===== config.mk =====
export PLATFORM = sky130hd
export DESIGN_NAME = delay_mem_scheduler
export DESIGN_NICKNAME = d
export VERILOG_FILES = /design/src/rtl/delay_mem_pkg.sv /design/src/rtl/delay_mem_scheduler.sv
export SDC_FILE = /design/constraint.sdc
export NUM_CORES = 1
export LEC_CHECK = 0
export BUFFER_PORTS_ARGS = -buffer_cell sky130_fd_sc_hd__buf_2
export CORE_MARGIN = 2
export CORE_UTILIZATION = 35
export CTS_BUF_LIST = sky130_fd_sc_hd__clkbuf_16
export CTS_CLUSTER_DIAMETER = 60
export DETAILED_ROUTE_END_ITERATION = 10
export PLACE_DENSITY = 0.62
export SETUP_SLACK_MARGIN = 0.4
export SYNTH_ARGS = -nofsm -noshare
export SYNTH_HDL_FRONTEND = slang
export SYNTH_SLANG_ARGS = --single-unit

===== constraint.sdc =====
create_clock -name bclk -period 4.2 [get_ports bclk]
set_input_delay 0.42 -clock bclk [delete_from_list [all_inputs] [get_ports bclk]]
set_output_delay 0.42 -clock bclk [all_outputs]
set_load 0.03 [all_outputs]

===== src/rtl/delay_mem_pkg.sv =====
// Shared definitions for the delay-line memory scheduler: FSM state encoding
// and a constant-evaluable ceiling log2.
package delay_mem_pkg;

  typedef enum logic [2:0] {
    ST_CLEAN   = 3'd0,
    ST_IDLE    = 3'd1,
    ST_WRITE   = 3'd2,
    ST_READ    = 3'd3,
    ST_CAPTURE = 3'd4
  } state_t;

  function automatic int clog2(input int n);
    int r;
    r = 0;
    while ((1 << r) < n) r++;
    return r;
  endfunction

endpackage


===== src/rtl/delay_mem_scheduler.sv =====
// Time-multiplexes one single-port, 1-cycle-latency sample RAM between NCH delay
// lines: per lrclk frame, one write slot and one offset-read slot per channel.
module delay_mem_scheduler
  import delay_mem_pkg::*;
#(
  parameter int BITSIZE = 16,
  parameter int NCH     = 2,
  parameter int ADDRLEN = 14
) (
  input  logic                       bclk,
  input  logic                       rst_n,
  input  logic                       lrclk,
  input  logic [NCH-1:0]             enable,
  input  logic [NCH*(ADDRLEN-clog2(NCH))-1:0] offset,
  input  logic [NCH*BITSIZE-1:0]     ch_in,
  output logic [NCH*BITSIZE-1:0]     ch_out,
  output logic [NCH-1:0]             ch_valid,
  output logic [ADDRLEN-1:0]         mem_addr,
  output logic [BITSIZE-1:0]         mem_wdata,
  output logic                       mem_wren,
  input  logic [BITSIZE-1:0]         mem_rdata,
  output logic                       busy,
  output logic                       overrun
);

  localparam int CHB   = clog2(NCH);
  localparam int RBITS = ADDRLEN - CHB;
  localparam int CHW   = (CHB > 0) ? CHB : 1;

  state_t                    state, state_nxt;
  logic [ADDRLEN-1:0]        clean_addr;
  logic [RBITS-1:0]          wr_ptr;
  logic [CHW-1:0]            ch, ch_nxt, wch;
  logic                      lrclk_d;
  logic                      frame_start;
  logic                      last_ch;
  logic [ADDRLEN-1:0]        mem_addr_nxt;
  logic [BITSIZE-1:0]        mem_wdata_nxt;
  logic                      mem_wren_nxt;
  logic signed [BITSIZE-1:0] wr_word;

  logic signed [BITSIZE-1:0] in_s     [NCH];
  logic        [RBITS-1:0]   off_s    [NCH];
  logic signed [BITSIZE-1:0] ch_out_r [NCH];

  for (genvar k = 0; k < NCH; k++) begin : g_slice
    assign in_s[k] = ch_in[k*BITSIZE +: BITSIZE];
    assign off_s[k] = offset[k*RBITS +: RBITS];
    assign ch_out[k*BITSIZE +: BITSIZE] = ch_out_r[k];
  end

  // Channel index occupies the top address bits; region arithmetic never carries into it.
  function automatic logic [ADDRLEN-1:0] chan_addr(input logic [CHW-1:0] c,
                                                    input logic [RBITS-1:0] r);
    return (ADDRLEN'(c) << RBITS) | ADDRLEN'(r);
  endfunction

  assign frame_start = lrclk & ~lrclk_d;
  assign last_ch     = (ch == CHW'(NCH - 1));
  assign busy        = (state != ST_IDLE);

  // Channel whose write slot is being set up for the next cycle.
  assign wch     = (state == ST_CAPTURE && !last_ch) ? ch + CHW'(1) : '0;
  assign wr_word = enable[wch] ? in_s[wch] : '0;

  always_comb begin
    state_nxt     = state;
    ch_nxt        = ch;
    mem_addr_nxt  = mem_addr;
    mem_wdata_nxt = '0;
    mem_wren_nxt  = 1'b0;
    unique case (state)
      ST_CLEAN: begin
        mem_addr_nxt = clean_addr;
        mem_wren_nxt = 1'b1;
        if (clean_addr == '1) state_nxt = ST_IDLE;
      end
      ST_IDLE: begin
        if (frame_start) begin
          state_nxt     = ST_WRITE;
          ch_nxt        = '0;
          mem_addr_nxt  = chan_addr('0, wr_ptr);
          mem_wdata_nxt = wr_word;
          mem_wren_nxt  = 1'b1;
        end
      end
      ST_WRITE: begin
        state_nxt    = ST_READ;
        mem_addr_nxt = chan_addr(ch, wr_ptr + off_s[ch]);
      end
      ST_READ: begin
        state_nxt = ST_CAPTURE;
      end
      ST_CAPTURE: begin
        if (last_ch) begin
          state_nxt = ST_IDLE;
        end else begin
          state_nxt     = ST_WRITE;
          ch_nxt        = wch;
          mem_addr_nxt  = chan_addr(wch, wr_ptr);
          mem_wdata_nxt = wr_word;
          mem_wren_nxt  = 1'b1;
        end
      end
      default: state_nxt = ST_CLEAN;
    endcase
  end

  // Memory port and control registers: the RAM sees values stable for a full cycle.
  always_ff @(posedge bclk or negedge rst_n) begin
    if (!rst_n) begin
      state      <= ST_CLEAN;
      clean_addr <= '0;
      wr_ptr     <= '0;
      ch         <= '0;
      lrclk_d    <= 1'b0;
      overrun    <= 1'b0;
      mem_addr   <= '0;
      mem_wdata  <= '0;
      mem_wren   <= 1'b0;
    end else begin
      state     <= state_nxt;
      ch        <= ch_nxt;
      lrclk_d   <= lrclk;
      mem_addr  <= mem_addr_nxt;
      mem_wdata <= mem_wdata_nxt;
      mem_wren  <= mem_wren_nxt;
      if (state == ST_CLEAN) clean_addr <= clean_addr + ADDRLEN'(1);
      if (state == ST_CAPTURE && last_ch) wr_ptr <= wr_ptr + RBITS'(1);
      if (frame_start && state != ST_IDLE && state != ST_CLEAN) overrun <= 1'b1;
    end
  end

  // Output capture: read data returns in the slot after the read address.
  always_ff @(posedge bclk or negedge rst_n) begin
    if (!rst_n) begin
      ch_valid <= '0;
      for (int k = 0; k < NCH; k++) ch_out_r[k] <= '0;
    end else begin
      ch_valid <= '0;
      if (state == ST_CAPTURE) begin
        ch_valid[ch] <= 1'b1;
        ch_out_r[ch] <= enable[ch] ? mem_rdata : '0;
      end
    end
  end

endmodule


==> out/qor.txt, run 1 <==
Hold Path Class: input pin to asynchronous set/reset pin
most frequent cell after synthesis: nand2_1
root buffer cell: clkbuf_16
final-stage net count: 764
non-filler instance count after layout: 858
share of layout cells above drive strength 1: 28.2%
maximum vdd drop: 0.247 mV
vias in the first global route: 4487
Worst Path Required: 4.39 ns
RSZ-0062 raised after global routing: false
top cell type by total area after synthesis: dfrtp_1
first-pass GRT wire length: 22500 µm
placed cell count: 843
largest net degree at the start of global routing: 69
Worst-Skew Late Latency: 0.34 ns
Starting Density: 35.3%
minimum clock period: 2.90 ns
antenna viol nets, final: 0
vias per cell: 5.28
Core Util, Final: 43.4%
H-tree depth: 3
Routed WL: 13500 µm
Final Cycle Share: 69.1%
die width: 124 µm
CP cell instances: nor2_1 > nand3_2 > buf_4 > inv_2 > a21oi_2 > a21oi_1
via count: 4534
CTS Buf Count: 9
I/O Buffers: 145
largest stage delay on the critical path: 1.03 ns
Crit Reg-Reg Startpoint: state[0]
post-synth net total: 633
Cells after Synth: 539
Commonest cells post-synth: nand2_1, dfrtp_1, o21ai_0, a21oi_1, xnor2_1
outcome: complete, no violations
Critical Path Start: state[0]
die height: 124 µm
Post-CTS Setup Repair Bufs: 0
CTS tree: done
Std-Cell Rows: 44
FFs w/ async S/R, synth: 100%
DRT Pass-1 Iters: 5
GRT busiest layer: met2
synthesized flop and latch total: 98
share of the synthesized area in the top cell type: 48.3%
Setup WS post-layout: 1.30 ns
Rel. slew slack: 23.4%
post-cts resize count: 0
CP max-delay cell: dfrtp_1
Core ar.: 14400 µm²
Remaining Overflow, GRT: 0
M3 GR Usage: 3.44%
met1 Usage GRT: 23.3%
initial antenna violation count: 0
sequential area share after synthesis: 48.3%
Avg WL per Cell: 15.7 µm
initial DRC count: 316
Place WS: 1.32 ns
Setup TNS Final: 0 ns
Fin. Hold Viols: 0
Critical Path Sink Type: flop
overall routing resource usage: 17.8%
CP arrival: 3.09 ns
M2 GR Usage: 28.9%
critical path type: flop to flop
DR DRC count: 0
Post-Syn Area: 5080 µm²
P per Cell Area: 655 nW/µm²
die area: 15500 µm²
Max Slew Vio Count: 0
number of max-cap violations: 0
number of different library cells in the post-synthesis netlist: 57
hold_buf cts: 0
final setup vio count: 0
detailed placement HPWL: 9940 µm
Critical Path Start Type: flop
GP Congestion: 0.879
ys flop type: dfrtp_1
fmax: 0.344 GHz
maximum buffer depth of the clock tree: 2
Layout Skew: 0.00613 ns
I/O pin count: 146
Worst-Margin Slew: 1.14 ns
crit-path max FO: 51
clk slew on worst S/H paths: 0.07 ns
area delta synth->final: 22.9%
dominant cells by area after synthesis: dfrtp_1, nand2_1, xnor2_1, o21ai_0, a21oi_1
Post-Syn Area per Cell: 9.42 µm²
Leakage: 3.06 nW
synth warn: 0
number of enable flip-flop cells after synthesis: 0
Sink Count: 98
number of inserted diodes: 0
## cells by family (layout without fill, tap and decap cells)
group                    Yosys count  after routing  share of synthesized area (%)
AO/OA/AOI/OAI                    146            146                           18.0
flip-flops                        98             98                           48.3
buffers and inverters             42            177                           3.48
adder cells (fa/ha/maj)           15             15                           3.85
AND/OR/NAND/NOR                  187            187                           17.0
multiplexers                      14             14                           3.06
XOR/XNOR                          37             37                           6.38
## cell usage in the layout, fill, tap and decap left out, types with 11 or more instances in the layout
master / n
o22ai_1: 11
buf_2: 144
a21oi_1: 35
nor2_1: 21
dfrtp_1: 98
nand2_1: 114
xnor2_1: 28
o21ai_0: 40
ha_1: 14
mux2_2: 12
## flip-flops by register name, summed over array words and instances, names as in the netlist, 2 cells and up
| signal | cells |
|---|---|
| state | 3 |
| clean_addr | 14 |
| ch_out | 32 |
| mem_wdata | 16 |
| ch_valid | 2 |
| mem_addr | 14 |
| wr_ptr | 13 |
## area by class of cell
cell class	instances	area, µm²
Multi-Input combinational cell	399	2450
Tap cell	184	230
Inverter	12	51.3
Fill cell	1407	8130
Sequential cell	98	2450
Timing Repair Buffer	150	766
Clock inverter	6	61.3
Clock buffer	9	225
## worst max-delay path, delay by kind of cell, from the launching register on
kind / cells / cell delay [ns]
buffers and inverters: 2 / 0.68
flip-flops: 1 / 1.03
AND/OR/NAND/NOR: 2 / 0.29
AO/OA/AOI/OAI: 2 / 0.73
## metal layers
layer,up-vias,share of wire (%),routed length (µm)
met5,-,0,0
met4,0,2.3,309
met3,22,6.9,930
met2,199,46,6220
met1,2147,45,5990
li1,2166,-,-
## power by group
group / internal [mW] / switching, mW / total [mW]
Clock: 0.455 / 0.347 / 0.802
Combinational: 0.630 / 1.20 / 1.83
Sequential: 1.21 / 0.246 / 1.45
Total: 2.29 / 1.79 / 4.09
## path summary, 6_finish.rpt
path / depth (start not counted) / end / slack, ns
min in group bclk: 1 / lrclk_d / 0.20
max reg2reg: 6 / mem_wdata[6] / 1.30
min reg2reg: 2 / ch_out[2] / 0.47
min: 1 / mem_wdata[2] / 0.19
max in group asynchronous: 2 / ch_out[3] / 3.08
max: 6 / mem_wdata[6] / 1.30
## per-stage QoR
| step | cell area, µm² | hold slack, ns | total power, mW |
|---|---|---|---|
| global route | 6240 | 0.201 | 4.38 |
| floorplan | 5080 | 0.124 | 2.75 |
| global placement | 5950 | 0.457 | 3.28 |
| CTS | 6240 | 0.192 | 4.13 |
| detailed placement | 5950 | 0.464 | 3.32 |
| finish | 6240 | 0.189 | 4.09 |
Power figures use the tool's default switching activity.
==> run 2: changes to the inputs <==
==> constraint.sdc (replaced) <==
create_clock -name bclk -period 2.9 [get_ports bclk]
set_input_delay 0.29 -clock bclk [delete_from_list [all_inputs] [get_ports bclk]]
set_output_delay 0.29 -clock bclk [all_outputs]
set_load 0.03 [all_outputs]
==> out/qor.txt, run 2 (same netlist as run 1, synthesis figures left out) <==
overall routing resource usage: 17.6%
leading cell type in the layout, fill and taps excluded: buf_2
initial DRC count: 402
I/O pin count: 146
Core ar.: 14400 µm²
DRT Pass-1 Iters: 4
Worst-Margin Slew: 1.18 ns
final setup vio count: 0
crit-path max FO: 6
Worst-Skew Late Latency: 0.35 ns
fmax: 0.403 GHz
number of inserted diodes: 0
root buffer cell: clkbuf_16
Std-Cell Rows: 44
final-stage net count: 770
Avg WL per Cell: 15.5 µm
die area: 15500 µm²
cell area after layout: 6380 µm²
hold_buf cts: 0
RSZ-0062 raised after global routing: true
Critical Path Sink Type: flop
outcome: complete, no violations
area delta synth->final: 25.8%
via count: 4481
Sink Count: 98
vias per cell: 5.18
setup slack, reg-to-reg: 0.42 ns
CP arrival: 2.71 ns
Final Cycle Share: 85.6%
detailed placement HPWL: 9980 µm
vias in the first global route: 4431
first-pass GRT wire length: 22200 µm
H-tree depth: 3
Leakage: 3.10 nW
Area after DPL: 6030 µm²
maximum vdd drop: 0.393 mV
die height: 124 µm
Fin. Hold Viols: 0
switching power share of the total: 43.8%
Layout Skew: 0.0110 ns
Critical Path Start Type: flop
P per Cell Area: 948 nW/µm²
Setup WS post-layout: 0.417 ns
Setup TNS Final: 0 ns
die width: 124 µm
Starting Density: 35.3%
Remaining Overflow, GRT: 0
Gate power share: 45.9%
Place WS: 0.316 ns
Pint: 3.40 mW
GP Congestion: 0.945
commonest non-fill, non-tap cells in the layout: buf_2, nand2_1, dfrtp_1, o21ai_0, a21oi_1
flip-flop count of the largest register after layout: 32
clk slew on worst S/H paths: 0.07 ns
largest net degree at the start of global routing: 79
maximum buffer depth of the clock tree: 2
I/O Buffers: 145
WHS: 0.0631 ns
number of max-cap violations: 0
critical path type: flop to flop
Hold Path Class: input pin to flop
Sw Pwr: 2.65 mW
antenna viol nets, final: 0
clock share of power: 19.6%
Reg power frac: 34.5%
CTS tree: done
Max Slew Vio Count: 0
initial antenna violation count: 0
DR DRC count: 0
share of layout cells above drive strength 1: 30.7%
Rel. slew slack: 20.7%
CTS Buf Count: 9
minimum clock period: 2.48 ns
Routed WL: 13400 µm
Worst Path Required: 3.13 ns
run 2: changes by cell type in the layout (fill, tap and decap cells not counted), moves of 2 or more:
cell / previous run / this run
buf_4: 6 / 11
clkinv_1: 0 / 2
clkinvlp_4: 2 / 0
ha_1: 14 / 10
ha_4: 0 / 3
inv_1: 10 / 8
inv_6: 1 / 3
run 2: metrics by stage:
step | std cells | util (%) | power, mW
2_1_floorplan | 539 | - | 4.05
3_3_place_gp | 848 | 42.0 | 4.79
3_5_place_dp | 848 | 42.0 | 4.86
4_1_cts | 864 | 44.1 | 6.07
5_1_grt | 865 | 44.4 | 6.46
6_report | 865 | 44.4 | 6.05
run 2: final cells by class:
class	instances	area (µm²)
timing repair buffer	156	815
tap	184	230
clock inverter	7	67.6
inverter	12	51.3
sequential	98	2450
multi-input combinational	399	2540
fill	1371	7980
clock buffer	9	225
run 2: critical path: stages, from the launching register on:
cell and delay (ns):
dfrtp_2 0.47, mux2_4 0.23, ha_4 0.12, inv_2 0.03, fa_2 0.35, nor2b_4 0.15
o2111ai_2 0.13, a21boi_2 0.27, a21oi_1 0.14, xnor2_1 0.14, a221o_1 0.33
run 2: power by group through the flow:
stage          combinational [mW]  sequential (mW)  clock [mW]
2_1_floorplan                1.46             2.60           0
3_3_place_gp                 2.70             2.09           0
3_5_place_dp                 2.75             2.11           0
4_1_cts                      2.77             2.09        1.22
5_1_grt                      3.04             2.14        1.28
6_report                     2.78             2.09        1.19
run 2: path summary, 6_finish.rpt:
kind	cells past startpoint	end	start
worst max-delay path	10	mem_addr[8]	ch
worst min-delay path	1	lrclk_d	lrclk
worst max register to register	10	mem_addr[8]	ch
worst min register to register	1	mem_addr[1]	mem_addr[1]
max in group asynchronous	2	ch_out[28]	rst_n
min in group asynchronous	1	mem_wdata[13]	rst_n
run 2: timing repair:
item,in CTS,in global routing
gates resized for setup,3,8
pin swaps,0,5
setup buffers,0,1
setup endpoints to repair,5,6
run 2: metal layers:
layer	vias up	global-route usage [%]	share of wire [%]	wire length (µm)
met5	-	0	0	0
met1	2107	23.6	46	6210
met2	183	27.9	45	6090
li1	2172	-	-	-
met3	19	3.65	6.4	860
met4	0	6.87	2.0	263
==> run 3: changes to the inputs <==
==> constraint.sdc (replaced) <==
create_clock -name bclk -period 3.1 [get_ports bclk]
set_input_delay 0.31 -clock bclk [delete_from_list [all_inputs] [get_ports bclk]]
set_output_delay 0.31 -clock bclk [all_outputs]
set_load 0.03 [all_outputs]
==> out/qor.txt, run 3 (same netlist as run 1, synthesis figures left out) <==
crit-path max FO: 5
GRT busiest layer: met2
Std-Cell Rows: 44
overall routing resource usage: 18.1%
WHS: 0.0418 ns
final-stage net count: 772
Avg WL per Cell: 16.1 µm
CTS tree: done
initial antenna violation count: 0
Worst-Skew Late Latency: 0.35 ns
RSZ-0062 raised after global routing: true
Max Slew Vio Count: 0
Setup WS post-layout: 0.458 ns
GP Congestion: 0.932
Final Cycle Share: 85.2%
critical path type: flop to flop
vias in the first global route: 4418
Place WS: 0.351 ns
Critical Path Start Type: flop
placed cell count: 848
Core ar.: 14400 µm²
commonest non-fill, non-tap cells in the layout: buf_2, nand2_1, dfrtp_1, o21ai_0, a21oi_1
H-tree depth: 3
fmax: 0.379 GHz
Routed WL: 14000 µm
outcome: complete, no violations
minimum clock period: 2.64 ns
maximum buffer depth of the clock tree: 2
M3 GR Usage: 3.82%
maximum vdd drop: 0.345 mV
Critical Path Sink Type: flop
Sink Count: 98
Remaining Overflow, GRT: 0
die height: 124 µm
# fillers: 1406
CTS Buf Count: 9
M2 GR Usage: 29.3%
I/O pin count: 146
non-filler instance count after layout: 867
detailed placement HPWL: 10200 µm
via count: 4546
Worst-Margin Slew: 1.16 ns
largest net degree at the start of global routing: 63
clk slew on worst S/H paths: 0.07 ns
area delta synth->final: 25.1%
die width: 124 µm
number of max-cap violations: 0
final setup vio count: 0
antenna viol nets, final: 0
Setup TNS Final: 0 ns
Layout Skew: 0.00783 ns
root buffer cell: clkbuf_16
I/O Buffers: 145
Rel. slew slack: 22.4%
number of inserted diodes: 0
vias per cell: 5.24
met1 Usage GRT: 23.2%
CP arrival: 2.87 ns
Leakage: 3.11 nW
Starting Density: 35.3%
DRT Pass-1 Iters: 4
first-pass GRT wire length: 22600 µm
die area: 15500 µm²
P per Cell Area: 892 nW/µm²
leading cell type in the layout, fill and taps excluded: buf_2
Fin. Hold Viols: 0
share of layout cells above drive strength 1: 30.3%
flip-flop count of the largest register after layout: 32
Hold Path Class: input pin to asynchronous set/reset pin
Worst Path Required: 3.33 ns
FF+latch area: 2450 µm²
Power, Total: 5.66 mW
area of the multi-input gates: 2490 µm²
initial DRC count: 306
DR DRC count: 0
-- run 3: timing repair --
action,4_1_cts,5_1_grt
pin swaps,0,2
setup buffers,0,3
gates cloned,0,0
resized for setup,1,8
hold buffers,0,0
endpoints found under the setup margin,1,5
-- run 3: metrics by stage --
step / instance area, µm² / util, %
final: 6350 / 44.2
after detailed placement: 5990 / 41.7
after CTS: 6290 / 43.8
after global routing: 6350 / 44.2
after floorplan: 5090 / -
after global placement: 5990 / 41.7
-- run 3: per-layer routing --
layer  share of wire [%]  vias to the layer above
li1                    -                     2174
met2                  47                      181
met1                  44                     2170
met5                   0                        -
met4                 2.4                        0
met3                 6.4                       21
-- run 3: where the power goes --
| part | total, mW | leakage [nW] | switching (mW) | internal [mW] |
|---|---|---|---|---|
| Sequential | 1.92 | 1.29 | 0.282 | 1.64 |
| Combinational | 2.61 | 1.67 | 1.71 | 0.896 |
| Clock | 1.14 | 0.146 | 0.503 | 0.633 |
| Total | 5.66 | 3.11 | 2.50 | 3.17 |
-- run 3: worst max-delay path, cell delays in order (launching register included) --
cell and delay, ns:
dfrtp_2 0.42, buf_4 0.13, mux2_2 0.34, ha_1 0.38, a21o_1 0.22, a21oi_1 0.30
a21boi_4 0.12, a41oi_2 0.23, xnor2_1 0.08, a221o_1 0.31
-- run 3: area by class of cell --
class                   count  area share [%]
clock buffers               9            3.55
multi-input cells         399            39.1
repair buffers            158            13.1
clock inverters             7            1.18
flip-flops and latches     98            38.6
well taps                 184            3.62
inverters                  12           0.808
-- run 3: path summary, 6_finish.rpt --
kind / from / to / slack, ns / cells past startpoint
min in group bclk: lrclk / lrclk_d / 0.08 / 1
worst min-delay path: rst_n / mem_wdata[6] / 0.04 / 1
worst max-delay path: ch / mem_addr[10] / 0.46 / 9
worst min register to register: ch_out[10] / ch_out[10] / 0.48 / 2
worst max register to register: ch / mem_addr[10] / 0.46 / 9
max in group asynchronous: rst_n / state[0] / 2.31 / 2
